==> src/rtl/mcycle_seq.sv <==
// Machine-cycle sequencer: decodes the fetched opcode into a per-instruction
// bus-cycle schedule and steps through it on each machine-cycle end pulse.
module mcycle_seq (
    input  logic       clock,
    input  logic       reset,
    input  logic [7:0] opcode,
    input  logic       opvalid,
    input  logic       mcend,
    input  logic       resume,
    output logic [2:0] status,
    output logic [2:0] mcnum,
    output logic       firstmc,
    output logic       lastmc,
    output logic       go6,
    output logic       halt
);

    localparam logic [2:0] C_OF  = 3'd0;
    localparam logic [2:0] C_MR  = 3'd1;
    localparam logic [2:0] C_MW  = 3'd2;
    localparam logic [2:0] C_IOR = 3'd3;
    localparam logic [2:0] C_IOW = 3'd4;
    localparam logic [2:0] C_BI  = 3'd5;

    typedef enum logic [1:0] {S_FETCH, S_EXEC, S_HALT} state_t;

    state_t          r_state;
    logic [2:0]      r_len;
    logic [4:1][2:0] r_list;
    logic            r_hflag;
    logic [2:0]      r_status;
    logic [2:0]      r_mcnum;
    logic            r_lastmc;
    logic            r_go6;
    logic            r_halt;

    logic [2:0]      w_dec_len;
    logic [4:1][2:0] w_dec_list;
    logic            w_dec_go6;
    logic            w_dec_hlt;

    state_t          w_state_next;
    logic [2:0]      w_len_next;
    logic [4:1][2:0] w_list_next;
    logic            w_hflag_next;
    logic [2:0]      w_status_next;
    logic [2:0]      w_mcnum_next;
    logic            w_lastmc_next;
    logic            w_go6_next;
    logic            w_halt_next;
    logic            w_finish;
    logic            w_finish_halt;

    logic [2:0]      w_eff_len;
    logic [2:0]      w_eff_first;
    logic            w_eff_hflag;
    logic [2:0]      w_mc_inc;

    // Opcode decode; the order of tests resolves the overlapping bit patterns.
    always_comb begin
        w_dec_len  = 3'd1;
        w_dec_list = {4{C_OF}};
        w_dec_go6  = 1'b0;
        w_dec_hlt  = 1'b0;
        if (opcode == 8'h76) begin
            w_dec_hlt = 1'b1;
        end else if (opcode == 8'h34 || opcode == 8'h35 || opcode == 8'h36) begin
            w_dec_len     = 3'd3;
            w_dec_list[1] = C_MR;
            w_dec_list[2] = C_MW;
        end else if ((opcode & 8'hC7) == 8'h06 || (opcode & 8'hC7) == 8'h46 ||
                     (opcode & 8'hC7) == 8'h86 || (opcode & 8'hC7) == 8'hC6) begin
            w_dec_len     = 3'd2;
            w_dec_list[1] = C_MR;
        end else if ((opcode & 8'hF8) == 8'h70) begin
            w_dec_len     = 3'd2;
            w_dec_list[1] = C_MW;
        end else if ((opcode & 8'hCF) == 8'h03 || (opcode & 8'hCF) == 8'h0B ||
                     opcode == 8'hF9 || opcode == 8'hE9) begin
            w_dec_go6 = 1'b1;
        end else if ((opcode & 8'hCF) == 8'h01 || (opcode & 8'hCF) == 8'hC1 ||
                     opcode == 8'hC3 || opcode == 8'hC9) begin
            w_dec_len     = 3'd3;
            w_dec_list[1] = C_MR;
            w_dec_list[2] = C_MR;
        end else if (opcode == 8'h3A || opcode == 8'h32) begin
            w_dec_len     = 3'd4;
            w_dec_list[1] = C_MR;
            w_dec_list[2] = C_MR;
            w_dec_list[3] = (opcode == 8'h3A) ? C_MR : C_MW;
        end else if (opcode == 8'h2A || opcode == 8'h22 || opcode == 8'hCD) begin
            w_dec_len     = 3'd5;
            w_dec_go6     = (opcode == 8'hCD);
            w_dec_list[1] = C_MR;
            w_dec_list[2] = C_MR;
            w_dec_list[3] = (opcode == 8'h2A) ? C_MR : C_MW;
            w_dec_list[4] = (opcode == 8'h2A) ? C_MR : C_MW;
        end else if ((opcode & 8'hCF) == 8'hC5) begin
            w_dec_len     = 3'd3;
            w_dec_go6     = 1'b1;
            w_dec_list[1] = C_MW;
            w_dec_list[2] = C_MW;
        end else if (opcode == 8'hDB || opcode == 8'hD3) begin
            w_dec_len     = 3'd3;
            w_dec_list[1] = C_MR;
            w_dec_list[2] = (opcode == 8'hDB) ? C_IOR : C_IOW;
        end else if ((opcode & 8'hCF) == 8'h09) begin
            w_dec_len     = 3'd3;
            w_dec_list[1] = C_BI;
            w_dec_list[2] = C_BI;
        end
    end

    // A decode arriving with mcend in the same clock decides the end of the OF cycle.
    assign w_eff_len   = opvalid ? w_dec_len     : r_len;
    assign w_eff_first = opvalid ? w_dec_list[1] : r_list[1];
    assign w_eff_hflag = opvalid ? w_dec_hlt     : r_hflag;
    assign w_mc_inc    = r_mcnum + 3'd1;

    always_ff @(posedge clock) begin
        if (reset) begin
            r_state  <= S_FETCH;
            r_len    <= 3'd1;
            r_hflag  <= 1'b0;
            r_status <= C_OF;
            r_mcnum  <= 3'd0;
            r_lastmc <= 1'b0;
            r_go6    <= 1'b0;
            r_halt   <= 1'b0;
        end else begin
            r_state  <= w_state_next;
            r_len    <= w_len_next;
            r_hflag  <= w_hflag_next;
            r_status <= w_status_next;
            r_mcnum  <= w_mcnum_next;
            r_lastmc <= w_lastmc_next;
            r_go6    <= w_go6_next;
            r_halt   <= w_halt_next;
        end
    end

    generate
        for (genvar gi = 1; gi <= 4; gi++) begin : g_list
            always_ff @(posedge clock) begin
                if (reset)
                    r_list[gi] <= C_OF;
                else
                    r_list[gi] <= w_list_next[gi];
            end
        end
    endgenerate

    always_comb begin
        w_state_next  = r_state;
        w_len_next    = r_len;
        w_list_next   = r_list;
        w_hflag_next  = r_hflag;
        w_status_next = r_status;
        w_mcnum_next  = r_mcnum;
        w_lastmc_next = r_lastmc;
        w_go6_next    = r_go6;
        w_halt_next   = r_halt;
        w_finish      = 1'b0;
        w_finish_halt = 1'b0;
        case (r_state)
            S_FETCH: begin
                if (opvalid) begin
                    w_len_next    = w_dec_len;
                    w_list_next   = w_dec_list;
                    w_hflag_next  = w_dec_hlt;
                    w_go6_next    = w_dec_go6;
                    w_lastmc_next = (w_dec_len == 3'd1);
                end
                if (mcend) begin
                    if (w_eff_len == 3'd1) begin
                        w_finish      = 1'b1;
                        w_finish_halt = w_eff_hflag;
                    end else begin
                        w_state_next  = S_EXEC;
                        w_mcnum_next  = 3'd1;
                        w_status_next = w_eff_first;
                        w_lastmc_next = (w_eff_len == 3'd2);
                        w_go6_next    = 1'b0;
                    end
                end
            end
            S_EXEC: begin
                if (mcend) begin
                    if (r_lastmc) begin
                        w_finish      = 1'b1;
                        w_finish_halt = r_hflag;
                    end else begin
                        w_mcnum_next  = w_mc_inc;
                        w_status_next = r_list[w_mc_inc];
                        w_lastmc_next = (w_mc_inc == r_len - 3'd1);
                        w_go6_next    = 1'b0;
                    end
                end
            end
            S_HALT: begin
                if (resume) begin
                    w_state_next = S_FETCH;
                    w_halt_next  = 1'b0;
                end
            end
            default: w_state_next = S_FETCH;
        endcase
        // Ending an instruction drops the decode so a stray mcend in FETCH acts as L=1.
        if (w_finish) begin
            w_state_next  = w_finish_halt ? S_HALT : S_FETCH;
            w_halt_next   = w_finish_halt;
            w_mcnum_next  = 3'd0;
            w_status_next = C_OF;
            w_lastmc_next = 1'b0;
            w_go6_next    = 1'b0;
            w_len_next    = 3'd1;
            w_hflag_next  = 1'b0;
        end
    end

    always_comb begin
        status  = r_status;
        mcnum   = r_mcnum;
        firstmc = (r_mcnum == 3'd0);
        lastmc  = r_lastmc;
        go6     = r_go6;
        halt    = r_halt;
    end

endmodule

==> config.mk <==
export PLATFORM = sky130hd
export DESIGN_NAME = mcycle_seq
export DESIGN_NICKNAME = d
export VERILOG_FILES = /design/src/rtl/mcycle_seq.sv
export SDC_FILE = /design/constraint.sdc
export NUM_CORES = 1
export LEC_CHECK = 0
export ABC_AREA = 1
export CAP_MARGIN = 0
export CORE_MARGIN = 2
export CORE_UTILIZATION = 51
export CTS_CLUSTER_SIZE = 10
export DETAILED_ROUTE_END_ITERATION = 6
export GPL_ROUTABILITY_DRIVEN = 0
export PLACE_DENSITY = 0.78
export SYNTH_ARGS = -nofsm -noshare
export SYNTH_HDL_FRONTEND = slang
export SYNTH_SLANG_ARGS = --single-unit
==> constraint.sdc <==
create_clock -name clock -period 3 [get_ports clock]
set_input_delay 0.6 -clock clock [delete_from_list [all_inputs] [get_ports clock]]
set_output_delay 0.6 -clock clock [all_outputs]
set_load 0.03 [all_outputs]
# Word-level counts from Yosys, hierarchy flattened

Index checks and enable logic that the tools add are counted.

Add/subtract/negate cells: 2
$lt $le $gt $ge: 1
Equal/unequal tests: 40
Multiplexer cells: 94
Reductions and logical operators: 27

Operators by type and width:

| kind                 | number |
|---|---|
| $mux W6              | 15 |
| $mux W3              | 23 |
| $eq A8 B6 Y1 const B | 7 |
| $eq A8 B8 Y1 const B | 7 |
| $mux W1              | 32 |
| $mux W9              | 3 |
| $mux W12             | 2 |
| $mux W2              | 10 |
| $logic_or A1 B1 Y1   | 15 |
| $eq A6 B4 Y1 const B | 2 |
| $eq A6 B6 Y1 const B | 2 |
| $pmux W3 S2          | 2 |
| $eq A5 B4 Y1 const B | 2 |
| $eq A5 B5 Y1 const B | 2 |
| $ne A2 B2 Y1 const B | 5 |
| $bmux W3 S3          | 1 |
| $ne A3 B3 Y1 const B | 3 |
| $eq A8 B7 Y1 const B | 1 |
| $pmux W1 S2          | 4 |
| $eq A3 B1 Y1 const B | 2 |
| $eq A6 B1 Y1 const B | 1 |
| $eq A6 B2 Y1 const B | 1 |
| $pmux W2 S3          | 1 |
| $reduce_and A2 Y1    | 3 |
| 16 further kinds     | 18 |

Bits in registers: 27
Bits of input ports: 13
Output and inout bits: 10
Logic and storage cells: 176

# Longest topological paths before layout

Depth after elaboration: 22
Gate-level depth with buffers: 17
Depth with buffers taken out: 17

# Worst setup path before layout

Ideal clock, no wire load.

Path type: register -> register
Start point: register r_mcnum[0], in the netlist mcnum[0]
End point: register r_status[1], in the netlist status[1]
Setup time: 0.112 ns
Arrival: 1.995 ns
Required time: 2.888 ns
Setup slack: 0.893 ns
Stages on the path, launching flop included: 11
Path buffers: 0
Clock period less this slack: 2.107 ns
Cell sequence: dfxtp_1 -> clkinv_1 -> ha_1 -> inv_1 -> nand3_1 -> o21ai_0 -> a32o_1 -> a21oi_1 -> nand3_1 -> nand2_1 -> nor2_1

Longest elaborated chain between the ends: 6

Ends and longest elaborated chain:

| element                       | line | text |
|---|---|---|
| from (decl)                   | 32   | `logic [2:0] r_mcnum;` |
| from (signal assigned)        | 135  | `r_mcnum <= w_mcnum_next;` |
| $add A3 B1 Y3                 | 118  | `assign w_mc_inc = r_mcnum + 3'd1;` |
| $bmux W3 S3                   | 194  | `w_status_next = r_list[w_mc_inc];` |
| $mux W3 (implied by the code) | 194  |  |
| $mux W3                       | 189  | `if (r_lastmc) begin` |
| $mux W3                       | 188  | `if (mcend) begin` |
| $pmux W3 S2                   | 165  | `case (r_state)` |
| to (signal assigned)          | 134  | `r_status <= w_status_next;` |
| to (decl)                     | 31   | `logic [2:0] r_status;` |

Every way passes these cells. The select of a mux whose other input is x is not followed.
A chain may end at the register's enable or synchronous reset.

# Worst setup path in the final report

Start point: register r_mcnum[0], in the netlist mcnum[0]
End point: output firstmc

Longest elaborated chain between the ends: 1

Ends and longest elaborated chain:

| element          | line | text |
|---|---|---|
| $logic_not A3 Y1 | 224  | `firstmc = (r_mcnum == 3'd0);` |
| to (decl)        | 12   | `output logic firstmc,` |

Every way passes these cells.

==> results.sh <==
export IMPL_status="finished, final reports clean"
export IMPL_mappedNetlistNets=327
export IMPL_combinational_family_with_the_most_area_after_synthesis="simple AND/OR/NAND/NOR gates"
export IMPL_route_antenna_remaining_nets=0
export IMPL_clock_sink_count=25
export IMPL_row_count=22
export IMPL_commonest_non_fill_non_tap_cell_in_the_layout="sky130_fd_sc_hd__nand2_1"
export IMPL_number_of_hold_buffers_added_after_cts=0
export IMPL_detailedPlacementHpwl_um=3690
export IMPL_cellLeakagePower_nw=1.05
export IMPL_area_delta_synth_final_pct=18.7
export IMPL_post_synth_fa_ha_maj_area_fraction_pct=2.00
export IMPL_synth_ff_type="sky130_fd_sc_hd__dfxtp_1"
export IMPL_yosys_reg_bits=25
export IMPL_rsz0062_at_grt="false"
export IMPL_drive_above_1_share_pct=10.9
export IMPL_clock_insertion_delay_worst_skew_ns=0.27
export IMPL_number_of_enable_type_register_cells_in_the_synthesized_netlist=0
export IMPL_buffer_ports_inserted=22
export IMPL_max_slew_margin_rel_pct=70.6
export IMPL_setup_violations=0
export IMPL_final_hold_violation_count=0
export IMPL_crit_required_ns=2.40
export IMPL_clock_tree_htree_level_count=1
export IMPL_routed_via_density=5.34
export IMPL_instance_count_after_placement_with_tap_cells_included=383
export IMPL_slew_viols_final=0
export IMPL_drt_wirelength_per_cell_um=11.8
export IMPL_timing_fmax_mhz=406
export IMPL_synth_distinct_cells=32
export IMPL_globalRouteTotalUtil_pct=23.5
export IMPL_synth_warning_count=0
export IMPL_die_height_um=64.7
export IMPL_cp_arrival_ns=1.87
export IMPL_cts_root_to_sink_buffers=2
export IMPL_cts_resized=0
export IMPL_die_area_sq_um=4180
export IMPL_timing_final_crit_period_ns=2.47
export IMPL_grt_pass1_vias=1831
export IMPL_post_route_drc_count=0
export IMPL_end_kind="output pin"
export IMPL_grt_max_degree=18
export IMPL_critical_path_class="register to output pin"
export IMPL_pwr_density_cell_nw_per_um2=423
export IMPL_core_sq_um=3610
export IMPL_post_cts_buffers=0
export IMPL_grt_pass1_wl_um=7800
export IMPL_number_of_antenna_cells_inserted=0
export IMPL_top_layer="met4"
export IMPL_postRouteWirelength_um=4570
export IMPL_timing_final_crit_share_pct=82.2
export IMPL_cts_root_buffer="sky130_fd_sc_hd__clkbuf_8"
export IMPL_async_flop_share_pct=0
export IMPL_drtPass1Iterations=6
export IMPL_synth_top_cell_by_area="sky130_fd_sc_hd__dfxtp_1"
export IMPL_layout_common_cells="sky130_fd_sc_hd__nand2_1, sky130_fd_sc_hd__nor2_1, sky130_fd_sc_hd__inv_1, sky130_fd_sc_hd__dfxtp_1, sky130_fd_sc_hd__clkdlybuf4s50_1"
export IMPL_synth_simple_gate_area_share_pct=44.3
export IMPL_initial_core_util_pct=52.1
export IMPL_share_of_the_synthesized_area_in_compound_gates_ao_oa_aoi_oai_pct=15.3
export IMPL_clock_skew_ns=0.00274
export IMPL_synth_cell_area_sq_um=1880
export IMPL_detailroute_via_count=2067
export IMPL_post_layout_nonfiller_instances=387
export IMPL_pin_count=23
export IMPL_max_cap_violations=0
export IMPL_synthTopCellsByArea="sky130_fd_sc_hd__dfxtp_1, sky130_fd_sc_hd__nand2_1, sky130_fd_sc_hd__nor2_1"
export IMPL_initialDrtViolationCount=156
export IMPL_detailroute_wirelength_met2_um=2120
export IMPL_grt_overflow_total=0
export IMPL_final_cell_area_sq_um=2230
export IMPL_grt_antenna_before_repair=0
export IMPL_placement_setup_worst_slack_ns=0.333
export IMPL_met3_length_um=287
export IMPL_postSynthCellCount=311
export IMPL_seq_area_frac_synth_pct=26.6
export IMPL_path_max_fanout=8
export IMPL_fill_cells=343
export IMPL_route_layer_met1_wl_um=2110
export IMPL_nets=356
export IMPL_die_width_um=64.7
export IMPL_yosys_mux_area_fraction_pct=0
export IMPL_vdd_ir_drop_max_mv=0.245
export IMPL_worst_hold_path_type="register to register"
export IMPL_final_util_pct=61.8
export IMPL_post_synth_cell_area_avg_sq_um=6.04
export IMPL_fin_tns_setup_ns=0
export IMPL_cts_inserted_buffers=3
export IMPL_worst_pin_slew_ns=0.437
export IMPL_cts_tree="done"
export IMPL_critical_path_startpoint_type="register"
export IMPL_placed_area_sq_um=2180
export IMPL_yosys_area_share_xor_xnor_pct=1.87
export IMPL_clkSlewWorstSetupHoldPaths_ns=0.09
export IMPL_area_share_of_the_largest_cell_type_after_synthesis_pct=26.6
export IMPL_post_route_worst_setup_slack_ns=0.535
-- where the power goes --
group	total (mW)	internal [mW]	leakage (nW)	switching, mW
clock network	0.205	0.0941	0.0217	0.111
logic	0.358	0.133	0.822	0.224
registers	0.381	0.357	0.204	0.0234
total	0.943	0.585	1.05	0.359
-- routing by layer --
layer | GRT usage (%) | up-vias
met5 | 0 | -
met4 | 5.85 | 0
met3 | 3.65 | 8
met2 | 39.7 | 63
met1 | 31.3 | 940
li1 | - | 1056
-- cell type report --
class	instances	area, sq um	area share [%]
Inverter	44	170	7.64
Timing Repair Buffer	27	258	11.6
Sequential cell	25	500	22.5
Clock inverter	1	7.51	0.337
Tap cell	48	60.1	2.70
Clock buffer	3	41.3	1.85
Multi-Input combinational cell	239	1190	53.5
-- per-stage QoR --
step	power (mW)	hold WS, ns
5_1_grt	1.01	0.501
4_1_cts	0.946	0.474
3_5_place_dp	0.741	0.459
3_3_place_gp	0.739	0.457
2_1_floorplan	0.629	0.442
6_report	0.943	0.472
-- Yosys cell counts, drive strengths merged (2+ instances only) --
cell type   n
xnor2       3
nand2      81
o211ai      2
dfxtp      25
nand4       3
a21oi      22
nor2       70
o21ai      19
ha          3
clkbuf      2
a22oi       2
a32o        2
nor3        4
clkinv      2
nand3      23
inv        42
-- final timing paths --
path,end,cells past startpoint,slack (ns),startpoint
setup / recovery,firstmc,5,0.53,mcnum[0]$_SDFFE_PP0P_
hold / removal,r_list[3]$_SDFFE_PP0P_,2,0.47,r_list[3]$_SDFFE_PP0P_
setup reg to reg,status[1]$_SDFFE_PP0P_,10,0.91,mcnum[0]$_SDFFE_PP0P_
hold reg to reg,r_list[3]$_SDFFE_PP0P_,2,0.47,r_list[3]$_SDFFE_PP0P_
-- logic make-up (layout without fill, tap and decap cells) --
group / Yosys count / in the layout
flip-flops: 25 / 25
XOR/XNOR: 4 / 4
AO/OA/AOI/OAI: 49 / 49
AND/OR/NAND/NOR: 183 / 183
buffers and inverters: 47 / 75
adder cells (fa/ha/maj): 3 / 3
-- flip-flops by register name, indices dropped and copies added, names as in the netlist --
signal   flops
status       3
halt         1
r_state      2
lastmc       1
r_list      10
r_hflag      1
mcnum        3
r_len        3
go6          1
-- critical path, cell delays in order, from the launching register on --
cell and delay [ns]:
sky130_fd_sc_hd__dfxtp_1 0.52, sky130_fd_sc_hd__clkinv_1 0.19, sky130_fd_sc_hd__ha_1 0.22, sky130_fd_sc_hd__inv_1 0.05
sky130_fd_sc_hd__nor2_1 0.03, sky130_fd_sc_hd__clkdlybuf4s50_1 0.59
(Power assumes the default switching activity.)
